### src/rtl/cake_pkg.sv
// Shared constants for the cake colour-select path: LFSR setup, colour codes
// and the producer FSM state encoding.
package cake_pkg;

    localparam int unsigned LFSR_W    = 16;
    localparam logic [15:0] LFSR_SEED = 16'hACE1;
    localparam logic [15:0] LFSR_TAPS = 16'hB400;

    typedef logic [2:0] code_t;

    localparam code_t COL_BLUE   = 3'b001;
    localparam code_t COL_GREEN  = 3'b010;
    localparam code_t COL_RED    = 3'b011;
    localparam code_t COL_PURPLE = 3'b100;
    localparam code_t COL_ORANGE = 3'b101;
    localparam code_t COL_YELLOW = 3'b110;

    typedef enum logic [0:0] {
        ST_IDLE = 1'b0,
        ST_DRAW = 1'b1
    } state_e;

    // One Galois step: shift right, fold the mask back in when the lsb falls out.
    function automatic logic [15:0] lfsr_next(input logic [15:0] v, input logic [15:0] taps);
        return v[0] ? ((v >> 1) ^ taps) : (v >> 1);
    endfunction

endpackage

### src/rtl/lfsr16.sv
// Free-running 16-bit Galois LFSR with synchronous reset and parallel load.
module lfsr16
    import cake_pkg::*;
#(
    parameter logic [15:0] SEED = LFSR_SEED,
    parameter logic [15:0] TAPS = LFSR_TAPS
) (
    input  logic        clock,
    input  logic        reset,
    input  logic        load,
    input  logic [15:0] load_val,
    output logic [15:0] out
);

    logic [15:0] lfsr_q;
    logic [15:0] lfsr_d;

    always_comb begin
        lfsr_d = load ? load_val : lfsr_next(lfsr_q, TAPS);
    end

    always_ff @(posedge clock) begin
        if (reset) begin
            lfsr_q <= SEED;
        end else begin
            lfsr_q <= lfsr_d;
        end
    end

    assign out = lfsr_q;

endmodule

### src/rtl/rand_num_gen.sv
// Colour-code producer: draws a 3-bit code from the LFSR on request, optionally
// rejecting repeats of the last issued code, and pulses valid on each issue.
module rand_num_gen
    import cake_pkg::*;
#(
    parameter logic [15:0] SEED      = LFSR_SEED,
    parameter logic [15:0] TAPS      = LFSR_TAPS,
    parameter int unsigned NO_REPEAT = 1,
    parameter int unsigned MAX_TRIES = 4
) (
    input  logic        clock,
    input  logic        reset,
    input  logic        req,
    input  logic        seed_load,
    input  logic [15:0] seed_in,
    output logic [2:0]  randNum,
    output logic        valid,
    output logic        busy
);

    localparam logic [2:0] LAST_TRY = 3'(MAX_TRIES - 1);

    state_e      state_q, state_d;
    logic [2:0]  tries_q, tries_d;
    code_t       rand_num_q, rand_num_d;
    logic        valid_q, valid_d;
    logic [15:0] lfsr_val;
    logic [15:0] load_val;
    code_t       cand;
    logic        cand_ok;

    // A zero seed would lock the LFSR, so it is replaced by the default seed.
    assign load_val = (seed_in == 16'h0000) ? SEED : seed_in;

    lfsr16 #(
        .SEED(SEED),
        .TAPS(TAPS)
    ) u_lfsr (
        .clock    (clock),
        .reset    (reset),
        .load     (seed_load),
        .load_val (load_val),
        .out      (lfsr_val)
    );

    assign cand    = lfsr_val[2:0];
    assign cand_ok = (NO_REPEAT == 0) || (cand != rand_num_q);

    always_comb begin
        state_d    = state_q;
        tries_d    = tries_q;
        rand_num_d = rand_num_q;
        valid_d    = 1'b0;
        if (seed_load) begin
            state_d = ST_IDLE;
            tries_d = '0;
        end else begin
            unique case (state_q)
                ST_IDLE: begin
                    if (req) begin
                        state_d = ST_DRAW;
                        tries_d = '0;
                    end
                end
                ST_DRAW: begin
                    if (cand_ok) begin
                        rand_num_d = cand;
                        valid_d    = 1'b1;
                        state_d    = ST_IDLE;
                    end else if (tries_q == LAST_TRY) begin
                        rand_num_d = rand_num_q + 3'd1;
                        valid_d    = 1'b1;
                        state_d    = ST_IDLE;
                    end else begin
                        tries_d = tries_q + 3'd1;
                    end
                end
                default: state_d = ST_IDLE;
            endcase
        end
    end

    always_ff @(posedge clock) begin
        if (reset) begin
            state_q    <= ST_IDLE;
            tries_q    <= '0;
            rand_num_q <= '0;
            valid_q    <= 1'b0;
        end else begin
            state_q    <= state_d;
            tries_q    <= tries_d;
            rand_num_q <= rand_num_d;
            valid_q    <= valid_d;
        end
    end

    assign randNum = rand_num_q;
    assign valid   = valid_q;
    assign busy    = (state_q == ST_DRAW);

endmodule

### config.mk
export PLATFORM = sky130hd
export DESIGN_NAME = rand_num_gen
export DESIGN_NICKNAME = d
export VERILOG_FILES = /design/src/rtl/cake_pkg.sv /design/src/rtl/lfsr16.sv /design/src/rtl/rand_num_gen.sv
export SDC_FILE = /design/constraint.sdc
export NUM_CORES = 1
export LEC_CHECK = 0
export BUFFER_PORTS_ARGS = -buffer_cell sky130_fd_sc_hd__buf_2
export CORE_AREA = 5 5 54 56
export CTS_CLUSTER_SIZE = 12
export DETAILED_ROUTE_END_ITERATION = 12
export DIE_AREA = 0 0 59 61
export PLACE_DENSITY = 0.7
export SLEW_MARGIN = 15
export SYNTH_ARGS = -nofsm -noshare
export SYNTH_HDL_FRONTEND = slang
export SYNTH_SLANG_ARGS = --single-unit
### constraint.sdc
create_clock -name clock -period 1.6 [get_ports clock]
set_input_delay 0.08 -clock clock [delete_from_list [all_inputs] [get_ports clock]]
set_output_delay 0.08 -clock clock [all_outputs]
set_load 0.02 [all_outputs]
==> flow_summary.ini, run 1 <==
[timing]
skew_ns = 0.00719
hold_ws_ns = 0.0105
timing.final.crit_period_ns = 1.53
drv_slew = 0
hold_viol = 0
period_share = 0.957
setup_viol = 0
fmax_mhz = 653
slew_headroom = 0.760
worst_pin_slew_ns = 0.357
grt_setup_unrepaired = yes

[final_layout]
fillCellCount = 245
syn2layout_area_growth_pct = 31.3
antennaDiodeCount = 0
drive_gt1_frac = 0.321
stdcell_count = 170
final_util = 0.563
nets = 164

[routing]
drt-initial-drc-count = 10
num_vias = 894
ant_nets = 0
wl_per_cell_um = 13.5
wirelength_um = 2290
first_pass_iters = 4
drt-vias-per-instance = 5.26
drc = 0

[worst_setup_path]
critPathMaxFanout = 6
r2r_start = tries_q[0]
critical_path_class = reg -> reg
startpoint = tries_q[0]
cp-start-kind = register
cp_top_family = compound AO/OA/AOI/OAI gates
worstPathCellList = ha_1, ha_2, inv_1, a41o_4, or3_1, a21oi_1
critPathBufInv = 1
cp.required_ns = 1.86
crit_slowest_cell = dfxtp_2
cp.arrival_ns = 1.79
max_stage_delay_ns = 0.36
cp-end-kind = register

[floorplanning]
die_h_um = 61
die_w_um = 59
coreArea_um2 = 2390
die_area_um2 = 3600
ios = 25
rows = 18
initial_core_util = 0.429

[global_route]
antenna_found_initial = 0
grt_usage = 0.140
grt_pass1_vias = 888
grt_pass1_wl_um = 3910
grt_max_degree = 15
grt-ovfl-total = 0

[clocking]
cts_buffer_depth = 2
cts_root_buffer = clkbuf_4
clk_latency_ns = 0.31
cts_tree = yes
htree_levels = 1
cts-buffers-inserted = 3
clock_sinks = 24
cts.clk_slew.worst_paths_ns = 0.14

[power_and_ir_drop]
power_density_nw_per_um2 = 938
vdd_ir_drop_max_mv = 0.660
p_leak_nw = 0.570

[yosys]
synth.avg_cell_area_um2 = 9.95
netlist-cell-type-count = 29
synthTopCellsByCount = dfxtp_1 (24), nor2_1 (10), o22a_1 (8)
yosysTopAreaCell = dfxtp_1
synth_edf_count = 0
seq_area_frac_synth = 0.469
synth_flop_cell = dfxtp_1
ys_warn_count = 0
syn_nets = 126
syn_inst = 103
async_flop_share = 0
synth-seq-cells = 24
synth_area_leaders = dfxtp_1 (47%), mux2i_1 (6.8%), o22a_1 (6.8%)
yosysMostFrequentCell = dfxtp_1
yosys.area.top_type_share = 0.469
netlist_area_um2 = 1020

[worst_hold_path]
hold_start = seed_in[10]
hold_path.class = in -> reg

[placement]
place_congestion = 0.764
port_buffers = 24
dp_cells = 160
dp_hpwl_um = 1670

[job]
max_cap_violations = 0

[run_status]
status = completed
-- kinds of logic (layout without fill, tap and decap cells) --
logic type | after synthesis | in the layout | share of synthesized area
buf+inv | 8 | 45 | 0.0378
flops | 24 | 24 | 0.469
xor+xnor | 6 | 6 | 0.0586
mux | 8 | 8 | 0.0794
fa+ha+maj | 3 | 3 | 0.0366
compound gates | 21 | 21 | 0.143
simple gates | 33 | 33 | 0.176
-- cells in the final DEF (no fill, tap or decap), types with 2 or more instances in the layout --
cell type and instances:
mux2i_1 7, dfxtp_2 2, xnor2_1 3, clkbuf_4 3
nand2b_1 2, dlygate4sd3_1 6, or2_4 2, a31oi_1 3
nor4_1 4, nand4_1 2, dfxtp_1 22, xor2_1 2
a21oi_1 7, inv_1 4, nor2b_1 2, buf_4 7
ha_1 2, o22a_1 8, buf_2 24, nor2_1 10
nand3b_1 2, nand3_1 4
-- area by class of cell --
| cell class | instances | area, um^2 | area share |
|---|---|---|---|
| clock inverters | 1 | 30.0 | 0.0223 |
| repair buffers | 37 | 233 | 0.173 |
| flip-flops and latches | 24 | 483 | 0.359 |
| clock buffers | 3 | 22.5 | 0.0167 |
| inverters | 4 | 15.0 | 0.0112 |
| multi-input cells | 71 | 524 | 0.390 |
| well taps | 30 | 37.5 | 0.0279 |
-- power breakdown --
part	leakage (nW)	switching, mW	total, mW	internal, mW
Sequential	0.199	0.0156	0.648	0.632
Combinational	0.343	0.0832	0.176	0.0931
Clock	0.0279	0.184	0.437	0.253
-- what timing repair did --
| action | CTS | global route |
|---|---|---|
| hold buffers | 6 | 0 |
| gates resized for setup | 0 | 6 |
| buffers inserted | 0 | 0 |
| hold endpoints to repair | 6 | 0 |
| endpoints found under the setup margin | 0 | 4 |
-- worst reg2reg max path, cell delays in order, from the launching register on --
cell     delay [ns]
dfxtp_2        0.36
ha_1           0.15
ha_2           0.19
inv_1          0.06
a41o_4         0.23
or3_1          0.34
a21oi_1        0.15
-- worst paths after layout --
kind,end,slack (ns),cells after the start
setup reg to reg,randNum[2],0.07,6
setup / recovery,randNum[2],0.07,6
hold reg to reg,u_lfsr.out[7],0.47,1
hold / removal,u_lfsr.out[10],0.01,2
-- metrics by stage --
step	cell area, um^2	power, mW	setup TNS, ns	setup slack [ns]
after floorplan	1020	0.759	0	0.0615
after global placement	1210	0.819	0	0.143
after detailed placement	1210	0.825	0	0.0579
after CTS	1320	1.27	0	0.0172
after global routing	1350	1.32	-0.0521	-0.0460
final	1350	1.26	0	0.0685
-- sequential cells by signal, summed over array words and instances, names as in the netlist --
register,count
busy,1
randNum,3
tries_q,3
u_lfsr.out,16
valid,1
-- metal layers --
metal  GRT usage  routed length, um
met3      0.0319                144
met2       0.251               1160
met1       0.165                971
met5           0                  0
met4      0.0485                 15
Note: power is estimated with default switching activity, not from simulation.
==> run 2, diff against run 1 <==
--- a/config.mk
+++ b/config.mk
@@ -6,11 +6,14 @@
 export NUM_CORES = 1
 export LEC_CHECK = 0
 export BUFFER_PORTS_ARGS = -buffer_cell sky130_fd_sc_hd__buf_2
-export CORE_AREA = 5 5 54 56
+export CELL_PAD_IN_SITES_DETAIL_PLACEMENT = 1
+export CELL_PAD_IN_SITES_GLOBAL_PLACEMENT = 1
+export CORE_AREA = 5 5 61 63
 export CTS_CLUSTER_SIZE = 12
 export DETAILED_ROUTE_END_ITERATION = 12
-export DIE_AREA = 0 0 59 61
-export PLACE_DENSITY = 0.7
+export DIE_AREA = 0 0 66 68
+export PLACE_DENSITY_LB_ADDON = 0.1
+export REMOVE_ABC_BUFFERS = 1
 export SLEW_MARGIN = 15
 export SYNTH_ARGS = -nofsm -noshare
 export SYNTH_HDL_FRONTEND = slang
==> flow_summary.ini, run 2 (synthesis results as in run 1) <==
[power_and_ir_drop]
power_density_nw_per_um2 = 796
internal_power_mw = 0.821
p_leak_nw = 0.575
p_sw_frac = 0.252
p_clk_frac = 0.239
power_frac_comb = 0.170
power_switching_mw = 0.276
vdd_ir_drop_max_mv = 0.327
total_power_mw = 1.10
seqPwrFrac = 0.591

[routing]
num_vias = 908
drc = 0
ant_nets = 0
wirelength_um = 2590
drt-vias-per-instance = 4.80
drt-initial-drc-count = 42
first_pass_iters = 2
wl_per_cell_um = 13.7

[floorplanning]
initial_core_util = 0.322
die_h_um = 68
rows = 21
die_area_um2 = 4490
die_w_um = 66
coreArea_um2 = 3180
ios = 25

[timing]
layout_setup_ws_ns = 0.0338
hold_viol = 0
skew_ns = 0.00393
fmax_mhz = 638
timing.final.crit_period_ns = 1.57
drv_slew = 0
slew_headroom = 0.732
setup_viol = 0
grt_setup_unrepaired = yes
worst_pin_slew_ns = 0.398
period_share = 0.979

[worst_setup_path]
cp-end-kind = register
cp.arrival_ns = 1.82
rr_endpoint = tries_q[0]
r2r_start = tries_q[0]
reg2reg_setup_slack_ns = 0.03
critical_path_class = reg -> reg
cp.required_ns = 1.85
cp-start-kind = register
reg2regPathDepth = 6
critPathMaxFanout = 4

[clocking]
cts_buffer_depth = 2
htree_levels = 1
cts_tree = yes
clock_sinks = 24
cts.clk_slew.worst_paths_ns = 0.13
cts_root_buffer = clkbuf_4
clk_latency_ns = 0.31
cts-buffers-inserted = 3

[job]
max_cap_violations = 0

[worst_hold_path]
hold_end = u_lfsr.out[1]
hold_path.class = in -> reg
worstHoldPathCells = 3
hold_start = seed_in[1]

[final_layout]
stdcell_count = 189
final_cell_mix = buf_2 (24), dfxtp_1 (23), nor2_1 (10)
nets = 168
syn2layout_area_growth_pct = 34.6
antennaDiodeCount = 0
drive_gt1_frac = 0.315
largest_register_ffs = 16
mostFrequentLayoutCell = buf_2

[global_route]
grt_pass1_vias = 922
grt_usage = 0.130
grt_max_degree = 15
grt_pass1_wl_um = 4280
antenna_found_initial = 0
grt-ovfl-total = 0

[placement]
place_congestion = 0.752
dp_hpwl_um = 1920
pre_cts_slack_ns = -0.0612
port_buffers = 24
dp_cells = 176

[run_status]
status = completed
[run 2: cell count changes in the layout (fill, tap and decap cells not counted)]
cell and delta:
a41o_1 +1, bufinv_16 -1, buf_12 +1, dlygate4sd3_1 +3, a21oi_2 +1, dfxtp_2 -1
nor2b_2 +1, a21oi_1 -1, nor2b_1 -1, dfxtp_1 +1, a41o_4 -1
[run 2: area by class of cell]
class / instances / area, um^2
tap: 46 / 57.6
timing repair buffer: 41 / 283
sequential: 24 / 482
fill: 377 / 1800
multi-input combinational: 71 / 519
inverter: 4 / 15.0
clock buffer: 3 / 22.5
[run 2: worst max-delay path by stage]
stage          cells after the start    endpoint  slack [ns]       start
2_1_floorplan                      4  randNum[1]        0.06  randNum[1]
5_1_grt                            6  tries_q[0]       -0.02  tries_q[0]
6_report                           6  tries_q[0]        0.03  tries_q[0]
4_1_cts                            6  tries_q[0]       0.004  tries_q[0]
3_3_place_gp                       6  tries_q[0]        0.08  tries_q[0]
3_5_place_dp                       6  tries_q[0]       -0.06  tries_q[0]
[run 2: critical path, cell delays in order, from the launching register on]
cell     delay, ns
dfxtp_2       0.36
ha_1          0.20
ha_2          0.20
nor2b_2       0.14
nand4_1       0.19
or2_4         0.29
a21oi_2       0.13
[run 2: through the flow]
stage	area, um^2	TNS [ns]	utilization	hold WS (ns)
after floorplan	1000	0	-	0.149
after CTS	1350	0	0.426	0.00259
after global routing	1380	-0.0198	0.434	0.0182
after detailed placement	1230	-0.0635	0.387	0.310
after global placement	1230	0	0.387	0.309
final	1380	0	0.434	0.0163
[run 2: power by group through the flow]
stage	clock network, mW	registers, mW	logic (mW)
2_1_floorplan	0	0.665	0.0812
3_3_place_gp	0	0.661	0.162
3_5_place_dp	0	0.663	0.163
4_1_cts	0.284	0.649	0.181
5_1_grt	0.313	0.653	0.208
6_report	0.262	0.649	0.187
[run 2: repair_timing]
item                                   in CTS  in global routing
setup endpoints to repair                   2                  5
setup buffers                               0                  1
endpoints found under the hold margin       9                  0
pin swaps                                   1                  2
resized for setup                           4                  2
hold buffers                                9                  0
[run 2: metal layers]
layer | GRT usage | wire length (um) | vias up
li1 | - | - | 454
met1 | 0.156 | 1160 | 437
met2 | 0.223 | 1330 | 13
met3 | 0.0246 | 74 | 4
met4 | 0.0609 | 23 | 0
met5 | 0 | 0 | -
